### config.mk
export PLATFORM = sky130hd
export DESIGN_NAME = active_list_flat
export DESIGN_NICKNAME = d
export VERILOG_FILES = /design/src/rtl/active_list_if.sv /design/src/rtl/active_list.sv /design/src/flat_wrapper.sv
export SDC_FILE = /design/constraint.sdc
export NUM_CORES = 1
export LEC_CHECK = 0
export ABC_CLOCK_PERIOD_IN_PS = 3500
export CORE_ASPECT_RATIO = 0.5
export CORE_MARGIN = 4
export CORE_UTILIZATION = 55
export DETAILED_ROUTE_END_ITERATION = 8
export GPL_ROUTABILITY_DRIVEN = 1
export GPL_TIMING_DRIVEN = 0
export PLACE_DENSITY_LB_ADDON = 0.12
export SYNTH_ARGS = -nofsm -noshare
export SYNTH_HDL_FRONTEND = slang
export SYNTH_SLANG_ARGS = --single-unit
### constraint.sdc
create_clock -name clk -period 3.5 [get_ports clk]
set_clock_uncertainty 0.05 [all_clocks]
set_input_delay 0.7 -clock clk [delete_from_list [all_inputs] [get_ports clk]]
set_output_delay 0.7 -clock clk [all_outputs]
set_load 0.03 [all_outputs]
### src/rtl/active_list_if.sv
// Bundles rename-side allocation, completion, flush and retirement signals of the active list.
interface active_list_if #(
    parameter int DEPTH  = 32,
    parameter int PREG_W = 6,
    parameter int LREG_W = 5,
    parameter int TAG_W  = $clog2(DEPTH)
);
    logic              alloc_valid;
    logic              alloc_uses_rw;
    logic [LREG_W-1:0] alloc_lreg;
    logic [PREG_W-1:0] alloc_new_preg;
    logic [PREG_W-1:0] alloc_prev_preg;
    logic              alloc_ready;
    logic [TAG_W-1:0]  alloc_tag;
    logic              complete_valid;
    logic [TAG_W-1:0]  complete_tag;
    logic              flush;
    logic              commit_valid;
    logic [LREG_W-1:0] commit_lreg;
    logic [PREG_W-1:0] commit_new_preg;
    logic              free_valid;
    logic [PREG_W-1:0] free_preg;
    logic [TAG_W:0]    count;
    logic              empty;
    logic              full;

    modport master (
        output alloc_valid, alloc_uses_rw, alloc_lreg, alloc_new_preg, alloc_prev_preg,
        output complete_valid, complete_tag, flush,
        input  alloc_ready, alloc_tag, commit_valid, commit_lreg, commit_new_preg,
        input  free_valid, free_preg, count, empty, full
    );

    modport slave (
        input  alloc_valid, alloc_uses_rw, alloc_lreg, alloc_new_preg, alloc_prev_preg,
        input  complete_valid, complete_tag, flush,
        output alloc_ready, alloc_tag, commit_valid, commit_lreg, commit_new_preg,
        output free_valid, free_preg, count, empty, full
    );
endinterface

### src/rtl/active_list.sv
// In-order retirement buffer: allocate at tail, mark done by tag, retire one entry per cycle from head.
// Latency: complete in cycle N -> commit/free pulse registered in cycle N+2 at the earliest.
// Backpressure: alloc_ready drops when full (registered count); allocations presented while full are dropped.
module active_list #(
    parameter int DEPTH  = 32,
    parameter int PREG_W = 6,
    parameter int LREG_W = 5,
    parameter int TAG_W  = $clog2(DEPTH)
) (
    input logic         clk,
    input logic         rst_n,
    active_list_if.slave al
);
    typedef struct packed {
        logic              uses_rw;
        logic [LREG_W-1:0] lreg;
        logic [PREG_W-1:0] new_preg;
        logic [PREG_W-1:0] prev_preg;
    } entry_t;

    localparam logic [TAG_W:0] FULL_CNT = (TAG_W+1)'(DEPTH);

    logic [DEPTH-1:0]  valid_q, valid_d;
    logic [DEPTH-1:0]  done_q, done_d;
    logic [TAG_W-1:0]  head_q, head_d;
    logic [TAG_W-1:0]  tail_q, tail_d;
    logic [TAG_W:0]    count_q, count_d;
    logic              commit_valid_q, commit_valid_d;
    logic [LREG_W-1:0] commit_lreg_q, commit_lreg_d;
    logic [PREG_W-1:0] commit_new_preg_q, commit_new_preg_d;
    logic              free_valid_q, free_valid_d;
    logic [PREG_W-1:0] free_preg_q, free_preg_d;
    entry_t            mem_q [DEPTH];

    logic   full, alloc_fire, commit_fire;
    entry_t head_entry;

    assign full        = (count_q == FULL_CNT);
    assign head_entry  = mem_q[head_q];
    assign alloc_fire  = !al.flush && al.alloc_valid && !full;
    assign commit_fire = !al.flush && valid_q[head_q] && done_q[head_q];

    always_comb begin
        valid_d = valid_q;
        done_d  = done_q;
        // An entry allocated this cycle is not yet valid, so a same-cycle completion to it is lost.
        if (al.complete_valid && valid_q[al.complete_tag]) done_d[al.complete_tag] = 1'b1;
        if (commit_fire) begin
            valid_d[head_q] = 1'b0;
            done_d[head_q]  = 1'b0;
        end
        if (alloc_fire) begin
            valid_d[tail_q] = 1'b1;
            done_d[tail_q]  = 1'b0;
        end
        head_d  = head_q + TAG_W'(commit_fire);
        tail_d  = tail_q + TAG_W'(alloc_fire);
        count_d = count_q + (TAG_W+1)'(alloc_fire) - (TAG_W+1)'(commit_fire);
        if (al.flush) begin
            valid_d = '0;
            done_d  = '0;
            head_d  = '0;
            tail_d  = '0;
            count_d = '0;
        end

        commit_valid_d    = commit_fire;
        commit_lreg_d     = commit_fire ? head_entry.lreg     : commit_lreg_q;
        commit_new_preg_d = commit_fire ? head_entry.new_preg : commit_new_preg_q;
        free_valid_d      = commit_fire && head_entry.uses_rw;
        free_preg_d       = commit_fire ? head_entry.prev_preg : free_preg_q;
    end

    always_ff @(posedge clk or negedge rst_n) begin
        if (!rst_n) begin
            valid_q           <= '0;
            done_q            <= '0;
            head_q            <= '0;
            tail_q            <= '0;
            count_q           <= '0;
            commit_valid_q    <= 1'b0;
            commit_lreg_q     <= '0;
            commit_new_preg_q <= '0;
            free_valid_q      <= 1'b0;
            free_preg_q       <= '0;
        end else begin
            valid_q           <= valid_d;
            done_q            <= done_d;
            head_q            <= head_d;
            tail_q            <= tail_d;
            count_q           <= count_d;
            commit_valid_q    <= commit_valid_d;
            commit_lreg_q     <= commit_lreg_d;
            commit_new_preg_q <= commit_new_preg_d;
            free_valid_q      <= free_valid_d;
            free_preg_q       <= free_preg_d;
        end
    end

    // Payload needs no reset: it is only read behind a set valid bit.
    always_ff @(posedge clk) begin
        if (alloc_fire) begin
            mem_q[tail_q] <= '{uses_rw:   al.alloc_uses_rw,
                               lreg:      al.alloc_lreg,
                               new_preg:  al.alloc_new_preg,
                               prev_preg: al.alloc_prev_preg};
        end
    end

    assign al.alloc_ready     = !full;
    assign al.alloc_tag       = tail_q;
    assign al.commit_valid    = commit_valid_q;
    assign al.commit_lreg     = commit_lreg_q;
    assign al.commit_new_preg = commit_new_preg_q;
    assign al.free_valid      = free_valid_q;
    assign al.free_preg       = free_preg_q;
    assign al.count           = count_q;
    assign al.empty           = (count_q == '0);
    assign al.full            = full;
endmodule

### src/flat_wrapper.sv
// flat-port wrapper written by rule: the top's interface ports become plain ports
module active_list_flat 
#(
    parameter int DEPTH  = 32,
    parameter int PREG_W = 6,
    parameter int LREG_W = 5,
    parameter int TAG_W  = $clog2(DEPTH)
)
  (clk, rst_n, al_alloc_valid, al_alloc_uses_rw, al_alloc_lreg, al_alloc_new_preg, al_alloc_prev_preg, al_complete_valid, al_complete_tag, al_flush, al_alloc_ready, al_alloc_tag, al_commit_valid, al_commit_lreg, al_commit_new_preg, al_free_valid, al_free_preg, al_count, al_empty, al_full);
  active_list_if #(.DEPTH(DEPTH), .PREG_W(PREG_W), .LREG_W(LREG_W), .TAG_W(TAG_W)) al_i ();
  input logic clk;
  input logic rst_n;
  input wire logic [$bits(al_i.alloc_valid)-1:0] al_alloc_valid;
  input wire logic [$bits(al_i.alloc_uses_rw)-1:0] al_alloc_uses_rw;
  input wire logic [$bits(al_i.alloc_lreg)-1:0] al_alloc_lreg;
  input wire logic [$bits(al_i.alloc_new_preg)-1:0] al_alloc_new_preg;
  input wire logic [$bits(al_i.alloc_prev_preg)-1:0] al_alloc_prev_preg;
  input wire logic [$bits(al_i.complete_valid)-1:0] al_complete_valid;
  input wire logic [$bits(al_i.complete_tag)-1:0] al_complete_tag;
  input wire logic [$bits(al_i.flush)-1:0] al_flush;
  output wire logic [$bits(al_i.alloc_ready)-1:0] al_alloc_ready;
  output wire logic [$bits(al_i.alloc_tag)-1:0] al_alloc_tag;
  output wire logic [$bits(al_i.commit_valid)-1:0] al_commit_valid;
  output wire logic [$bits(al_i.commit_lreg)-1:0] al_commit_lreg;
  output wire logic [$bits(al_i.commit_new_preg)-1:0] al_commit_new_preg;
  output wire logic [$bits(al_i.free_valid)-1:0] al_free_valid;
  output wire logic [$bits(al_i.free_preg)-1:0] al_free_preg;
  output wire logic [$bits(al_i.count)-1:0] al_count;
  output wire logic [$bits(al_i.empty)-1:0] al_empty;
  output wire logic [$bits(al_i.full)-1:0] al_full;
  assign al_i.alloc_valid = al_alloc_valid;
  assign al_i.alloc_uses_rw = al_alloc_uses_rw;
  assign al_i.alloc_lreg = al_alloc_lreg;
  assign al_i.alloc_new_preg = al_alloc_new_preg;
  assign al_i.alloc_prev_preg = al_alloc_prev_preg;
  assign al_i.complete_valid = al_complete_valid;
  assign al_i.complete_tag = al_complete_tag;
  assign al_i.flush = al_flush;
  assign al_alloc_ready = al_i.alloc_ready;
  assign al_alloc_tag = al_i.alloc_tag;
  assign al_commit_valid = al_i.commit_valid;
  assign al_commit_lreg = al_i.commit_lreg;
  assign al_commit_new_preg = al_i.commit_new_preg;
  assign al_free_valid = al_i.free_valid;
  assign al_free_preg = al_i.free_preg;
  assign al_count = al_i.count;
  assign al_empty = al_i.empty;
  assign al_full = al_i.full;
  active_list #(.DEPTH(DEPTH), .PREG_W(PREG_W), .LREG_W(LREG_W), .TAG_W(TAG_W)) u_core (.clk(clk), .rst_n(rst_n), .al(al_i));
endmodule
==> results.json, run 1 <==
{
  "status": "finished clean",
  "netlist_area_um2": 27280,
  "cts_htree_levels": 2,
  "die_width_um": 323.0,
  "final_util": 0.6620,
  "endpoint_kind": "register",
  "synth_area_leaders": "edfxtp_1 63%, mux4_2 12%, dfrtp_1 9.1%",
  "cts_buffers": 56,
  "synthDominantCellAreaShare": 0.6339,
  "wl_met3_mm": 9.763,
  "synth_ff_type": "edfxtp_1",
  "via_count": 16180,
  "ys_ff_latch": 675,
  "drcViolationCount": 0,
  "num_rows": 57,
  "core-area_um2": 48780,
  "yosysWarnings": 0,
  "top_layer": "met5",
  "power_density_nw_per_um2": 493.4,
  "cts.clk_slew.worst_paths_ns": 0.07,
  "maxSlewHeadroom": 0.1596,
  "crit_type": "input pin to register",
  "cts_hold_buf": 0,
  "synth_cell_types": 60,
  "placed_area_um2": 29610,
  "cp_max_fo": 9,
  "vias_per_cell": 6.935,
  "synth_nets": 1488,
  "drt_iter0_drc": 2389,
  "layout_setup_ws_ns": 0.02698,
  "grt_antenna_before_repair": 2,
  "drtPass1Iterations": 7,
  "ioPinCount": 61,
  "grt_remaining_overflow": 0,
  "wl_met2_mm": 35.46,
  "final_cells": 2333,
  "clockBufferDepth": 3,
  "hp-class": "input pin to async pin",
  "synthArstFlopShare": 0.1467,
  "wl_per_cell_um": 34.87,
  "grt_max_degree": 65,
  "io_buffers": 58,
  "syn_area_per_cell_um2": 18.87,
  "worst_pin_slew_ns": 1.261,
  "dp_cells": 2180,
  "insertion_delay_ns": 0.62,
  "syn_to_final_growth_pct": 18.36,
  "place_congestion": 0.8795,
  "start_util": 0.5593,
  "drv_slew": 0,
  "fin_area_um2": 32290,
  "hpwl_mm": 52.06,
  "nets": 1678,
  "root_buffer": "clkbuf_16",
  "leakage_nw": 10.28,
  "timing.fmax_mhz": 287.9,
  "synth_edf_count": 576,
  "cts_tree": "done",
  "total_power_mw": 15.93,
  "cts_sinks": 675,
  "grt_pass1_vias": 15818,
  "start_kind": "input pin",
  "maxCapViolations": 0,
  "routed_wirelength_mm": 81.35,
  "grt_pass1_wl_mm": 114.7,
  "die_h_um": 165.5,
  "rsz0062_at_grt": "yes",
  "yosysTopAreaCell": "edfxtp_1",
  "track_usage": 0.3097,
  "dieArea_um2": 53450,
  "ys_seq_area_frac": 0.7247,
  "hold_viol": 0,
  "cp.required_ns": 3.90,
  "cp.arrival_ns": 3.87,
  "peakVddDrop_mv": 0.3804,
  "netlist_instances": 1446,
  "finalCritPeriodShare": 0.9923,
  "drive_above_1_share": 0.2638,
  "ant_nets": 0,
  "setup_viol": 0,
  "pre_cts_ws_ns": -0.8657,
  "period_minus_slack_ns": 3.473,
  "m1WireLength_mm": 33.25
}
==> cells by family (layout without fill, tap and decap cells) <==
| group | Yosys count | in the layout | synth area share |
|---|---|---|---|
| compound gates | 205 | 205 | 0.05819 |
| xor+xnor | 10 | 10 | 0.003210 |
| fa+ha+maj | 14 | 14 | 0.006695 |
| buf+inv | 116 | 353 | 0.01944 |
| flops | 675 | 675 | 0.7247 |
| mux | 204 | 204 | 0.1450 |
| other cells | 0 | 1 | 0 |
| simple gates | 222 | 222 | 0.04269 |
==> flip-flops by register name (all words and copies together) (netlist names) <==
name,flops
u_core.al.free_valid,1
u_core.done_q,32
u_core.al.commit_valid,1
u_core.al.alloc_tag,5
u_core.valid_q,32
u_core.al.free_preg,6
u_core.head_q,5
u_core.mem_q,576
u_core.al.count,6
u_core.al.commit_new_preg,6
u_core.al.commit_lreg,5
==> cells in the final DEF (no fill, tap or decap), types with 9 or more instances in the layout <==
master / synthesis / final
a2111oi_0: 24 / 23
mux2_1: 9 / 9
clkbuf_1: 54 / 58
clkdlybuf4s50_1: 0 / 57
nand3b_1: 9 / 9
ha_1: 13 / 11
buf_16: 0 / 17
nor2_1: 95 / 66
clkinv_2: 0 / 11
edfxtp_1: 576 / 576
buf_12: 0 / 29
o22ai_1: 12 / 12
a211oi_1: 23 / 22
mux4_2: 149 / 149
nand3_1: 15 / 14
mux2i_1: 38 / 35
a22oi_1: 72 / 68
nor4_1: 9 / 9
a21oi_1: 26 / 23
nand4_1: 21 / 21
nor2_4: 0 / 27
nand2_1: 13 / 13
clkbuf_16: 0 / 58
dfrtp_1: 99 / 98
buf_2: 25 / 19
buf_4: 5 / 38
a31oi_1: 13 / 13
inv_1: 21 / 19
==> critical path: stages <==
cell and delay (ns):
clkdlybuf4s50_1 0.47, nor3_1 0.93, a22o_1 0.27, or4_1 0.15, buf_2 0.27, and4b_1 0.25, buf_6 0.17, a21oi_1 0.09
a2111oi_0 0.56
==> per-stage QoR <==
step	hold WS [ns]	setup TNS (ns)
after global routing	0.07395	-0.1113
after CTS	0.05862	-0.2414
final	0.05586	0
after floorplan	0.3544	-3.596
after global placement	0.4206	-959.90
after detailed placement	0.4319	-76.62
==> layer usage <==
layer / track usage / up-vias
met1: 0.4683 / 8495
met5: 0 / -
met3: 0.07575 / 192
met2: 0.4534 / 1138
met4: 0.09285 / 4
li1: - / 6351
==> path summary, 6_finish.rpt <==
kind,from,end,slack (ns),cells past startpoint
hold reg to reg,u_core.al.commit_new_preg[5]$_DFFE_PN0N_,u_core.al.commit_new_preg[5]$_DFFE_PN0N_,0.44,1
min in group clk,u_core.al.commit_new_preg[5]$_DFFE_PN0N_,u_core.al.commit_new_preg[5]$_DFFE_PN0N_,0.44,1
hold / removal,rst_n,u_core.head_q[4]$_DFF_PN0_,0.06,1
setup / recovery,al_complete_tag[2],u_core.done_q[17]$_DFF_PN0_,0.03,9
max in group asynchronous,rst_n,u_core.done_q[27]$_DFF_PN0_,2.53,2
setup reg to reg,u_core.head_q[1]$_DFF_PN0_,u_core.al.free_preg[0]$_DFFE_PN0N_,0.05,9
==> repair_timing <==
| action | 4_1_cts | 5_1_grt |
|---|---|---|
| endpoints found under the setup margin | 187 | 155 |
| cloned | 0 | 1 |
| buffers inserted | 33 | 17 |
| pin swaps | 18 | 18 |
| gates resized for setup | 43 | 36 |
==> cell usage after synthesis, drive strengths merged (4+ instances only) <==
master and instances:
o22ai 12, nor3 11, a22oi 72, nand4 21, nand3 15, xnor2 5, nand2b 5, ha 13
a21oi 31, and3b 5, inv 21, buf 41, nor2b 8, edfxtp 576, clkbuf 54, nor4 9
or3b 4, mux2 17, o32ai 7, nand3b 9, dfrtp 99, nand2 13, or3 6, a2111oi 28
mux4 149, nor3b 8, o21ai 4, a211oi 23, xor2 5, nor2 95, mux2i 38, a31oi 13
and3 4
==> area by class of cell <==
| cell class | instances | area [µm²] |
|---|---|---|
| clock buffer | 79 | 1569 |
| sequential | 675 | 19780 |
| inverter | 21 | 82.58 |
| fill | 3230 | 16490 |
| clock inverter | 26 | 272.8 |
| timing repair buffer | 137 | 1873 |
| multi-input combinational | 655 | 7401 |
| antenna | 1 | 2.502 |
| buffer | 90 | 505.5 |
| tap | 649 | 812.0 |
==> power by group <==
| part | total, mW | switching (mW) | leakage [nW] | internal [mW] |
|---|---|---|---|---|
| combinational | 0.755 | 0.484 | 2.82 | 0.271 |
| clock | 6.36 | 2.91 | 0.899 | 3.44 |
| sequential | 8.82 | 0.0281 | 6.56 | 8.79 |
No activity file was read; power rests on OpenSTA's default activity.
==> inputs of run 2 (changes only) <==
--- a/config.mk
+++ b/config.mk
@@ -6,7 +6,7 @@
 export NUM_CORES = 1
 export LEC_CHECK = 0
 export ABC_CLOCK_PERIOD_IN_PS = 3500
-export CORE_ASPECT_RATIO = 0.5
+export CORE_ASPECT_RATIO = 1.5
 export CORE_MARGIN = 4
 export CORE_UTILIZATION = 55
 export DETAILED_ROUTE_END_ITERATION = 8
==> run 2 against run 1 <==
The flow now finishes with violations (negative setup slack); wire length rose by 1.6%; sequential power barely moved; first-iteration DRC count fell by 26%; largest power group unchanged; global-route usage rose by 0.18 points; register-to-register slack got worse by 0.05 ns; hold slack improved by 0.075 ns; final cell count rose by 0.60%; clock-buffer cell count fell by 3; die area fell by 0.27%; largest cell class unchanged; flip-flop and latch count did not move; non-clock buffer count fell by 4; power rose by 3.1%.
==> results.json, run 2 (synthesis results as in run 1) <==
{
  "drcViolationCount": 0,
  "drive_above_1_share": 0.2694,
  "die_h_um": 280.8,
  "cp_max_fo": 8,
  "regArea_um2": 19780,
  "swShare": 0.2123,
  "hp-class": "input pin to async pin",
  "violations": "negative setup slack",
  "p_int_mw": 12.94,
  "pwr-share-seq": 0.537,
  "status": "complete, but fails checks",
  "cp_cell_sequence": "buf_8 > buf_12 > mux2i_4 > o22ai_2 > nor2_2 > a2bb2oi_4 > buf_6 > a21boi_2 > buf_6 > buf_12 > ha_4 > inv_1 > ha_2 > fa_2 > a21oi_2 > nor2_1 > nor2_1 > xor2_1 > nor2_1",
  "maxSlewHeadroom": 0.1115,
  "mostFrequentLayoutCells": "576 x edfxtp_1, 149 x mux4_2, 97 x dfrtp_1",
  "total_power_mw": 16.42,
  "insertion_delay_ns": 0.61,
  "grt_max_degree": 53,
  "die_width_um": 189.9,
  "p_clk_frac": 0.417,
  "drtPass1Iterations": 6,
  "grt_antenna_before_repair": 2,
  "cts_tree": "done",
  "ioPinCount": 61,
  "reg.largest.list": "u_core.mem_q (576), u_core.done_q (32), u_core.valid_q (32)",
  "cts_htree_levels": 2,
  "power_density_nw_per_um2": 506.0,
  "worst-path-buf-inv": 6,
  "place_congestion": 0.9518,
  "grt_pass1_vias": 15993,
  "core-area_um2": 48930,
  "largest_register_ffs": 576,
  "ant_nets": 0,
  "cts_buffers": 61,
  "maxCapViolations": 0,
  "syn_to_final_growth_pct": 18.95,
  "p_comb_frac": 0.045,
  "via_count": 15872,
  "leakage_nw": 10.37,
  "fillerInstances": 3258,
  "layout_setup_ws_ns": -0.002812,
  "wl_per_cell_um": 35.21,
  "cp.arrival_ns": 3.92,
  "drt_iter0_drc": 1773,
  "cts_sinks": 675,
  "cts.clk_slew.worst_paths_ns": 0.06,
  "hpwl_mm": 53.66,
  "track_usage": 0.3115,
  "root_buffer": "clkbuf_16",
  "start_kind": "register",
  "cts_hold_buf": 0,
  "vias_per_cell": 6.763,
  "io_buffers": 58,
  "grt_pass1_wl_mm": 116.9,
  "regMostFlops": "u_core.mem_q",
  "finalCritPeriodShare": 1.001,
  "start_util": 0.5577,
  "crit_type": "register to register",
  "setup_viol": 2,
  "switchingPower_mw": 3.486,
  "nets": 1679,
  "endpoint_kind": "register",
  "worst_pin_slew_ns": 1.333,
  "crit_slowest_cell": "dfrtp_1",
  "rsz0062_at_grt": "yes",
  "period_minus_slack_ns": 3.503,
  "final_common_cell": "edfxtp_1",
  "multi_input_area_um2": 7410,
  "cp.required_ns": 3.92,
  "routed_wirelength_mm": 82.65,
  "timing.fmax_mhz": 285.5,
  "hold_ws_ns": 0.1312,
  "critical_path.top_delay_family": "adder cells",
  "grt_remaining_overflow": 0,
  "cpMostUsedCell": "nor2_1",
  "clockBufferDepth": 3,
  "num_rows": 99,
  "drv_slew": 0,
  "hold_viol": 0,
  "cpPeakStageDelay_ns": 0.38,
  "dieArea_um2": 53310,
  "peakVddDrop_mv": 0.4467
}
-- run 2: changes by cell type in the layout (fill, tap and decap cells not counted), sizes merged --
cell and change:
clkinv +6, buf -7, clkbuf +1, bufinv +3, clkdlybuf4s15 -1, diode +1
inv +4
-- run 2: area by class of cell --
type | count | area share
Timing Repair Buffer | 133 | 0.05486
Multi-Input combinational cell | 655 | 0.2283
Tap cell | 656 | 0.02529
Antenna cell | 2 | 0.0001542
Buffer | 90 | 0.01619
Inverter | 21 | 0.002544
Clock inverter | 39 | 0.01265
Sequential cell | 675 | 0.6094
Clock buffer | 76 | 0.05066
-- run 2: power groups by stage --
stage	Combinational, mW	Sequential [mW]	Clock [mW]
2_1_floorplan	0.319	9.02	0
3_3_place_gp	0.662	8.99	0
3_5_place_dp	0.721	9.00	0
4_1_cts	0.731	8.82	6.91
5_1_grt	0.807	8.83	7.26
6_report	0.746	8.83	6.85
-- run 2: metal layers --
layer	vias up	GRT usage	part of all wire
li1	6349	-	-
met1	8366	0.3893	0.35
met2	918	0.5428	0.51
met3	239	0.04498	0.080
met4	0	0.1422	0.061
met5	-	0	0
-- run 2: repair_timing --
action                                 4_1_cts  5_1_grt
resized for setup                           39       35
buffers inserted                            26       16
cloned                                       0        1
setup endpoints to repair                  147      186
pin swaps                                   17       23
endpoints found under the hold margin        0        0
-- run 2: final timing paths --
path / slack (ns) / start / cells past startpoint / to
worst max-delay path: -0.003 / u_core.head_q[1]$_DFF_PN0_ / 19 / u_core.al.count[4]$_DFF_PN0_
worst min-delay path: 0.13 / rst_n / 1 / u_core.al.free_preg[3]$_DFFE_PN0N_
worst max register to register: -0.003 / u_core.head_q[1]$_DFF_PN0_ / 19 / u_core.al.count[4]$_DFF_PN0_
worst min register to register: 0.44 / u_core.al.commit_lreg[2]$_DFFE_PN0N_ / 1 / u_core.al.commit_lreg[2]$_DFFE_PN0N_
max in group asynchronous: 2.53 / rst_n / 2 / u_core.al.commit_lreg[2]$_DFFE_PN0N_
min in group clk: 0.44 / u_core.al.commit_lreg[2]$_DFFE_PN0N_ / 1 / u_core.al.commit_lreg[2]$_DFFE_PN0N_
-- run 2: through the flow --
| stage | instances | util | worst slack [ns] | instance area (µm²) | setup TNS (ns) |
|---|---|---|---|---|---|
| 6_report | 2347 | 0.6633 | -0.002812 | 32450 | -0.003876 |
| 3_3_place_gp | 2160 | 0.5873 | -2.513 | 28740 | -1071.64 |
| 2_1_floorplan | 1446 | - | -0.05099 | 27340 | -3.596 |
| 3_5_place_dp | 2192 | 0.6076 | -0.8656 | 29730 | -41.39 |
| 4_1_cts | 2330 | 0.6581 | -0.07090 | 32200 | -0.07090 |
| 5_1_grt | 2345 | 0.6632 | -0.1504 | 32450 | -0.1550 |
-- run 2: worst register-to-register path: cells and delay by family, from the launching register on --
kind | cells | cell delay, ns
multiplexers | 1 | 0.29
adder cells (fa/ha/maj) | 3 | 0.78
flip-flops | 1 | 0.38
AND/OR/NAND/NOR | 4 | 0.43
XOR/XNOR | 1 | 0.16
AO/OA/AOI/OAI | 4 | 0.53
buffers and inverters | 6 | 0.74
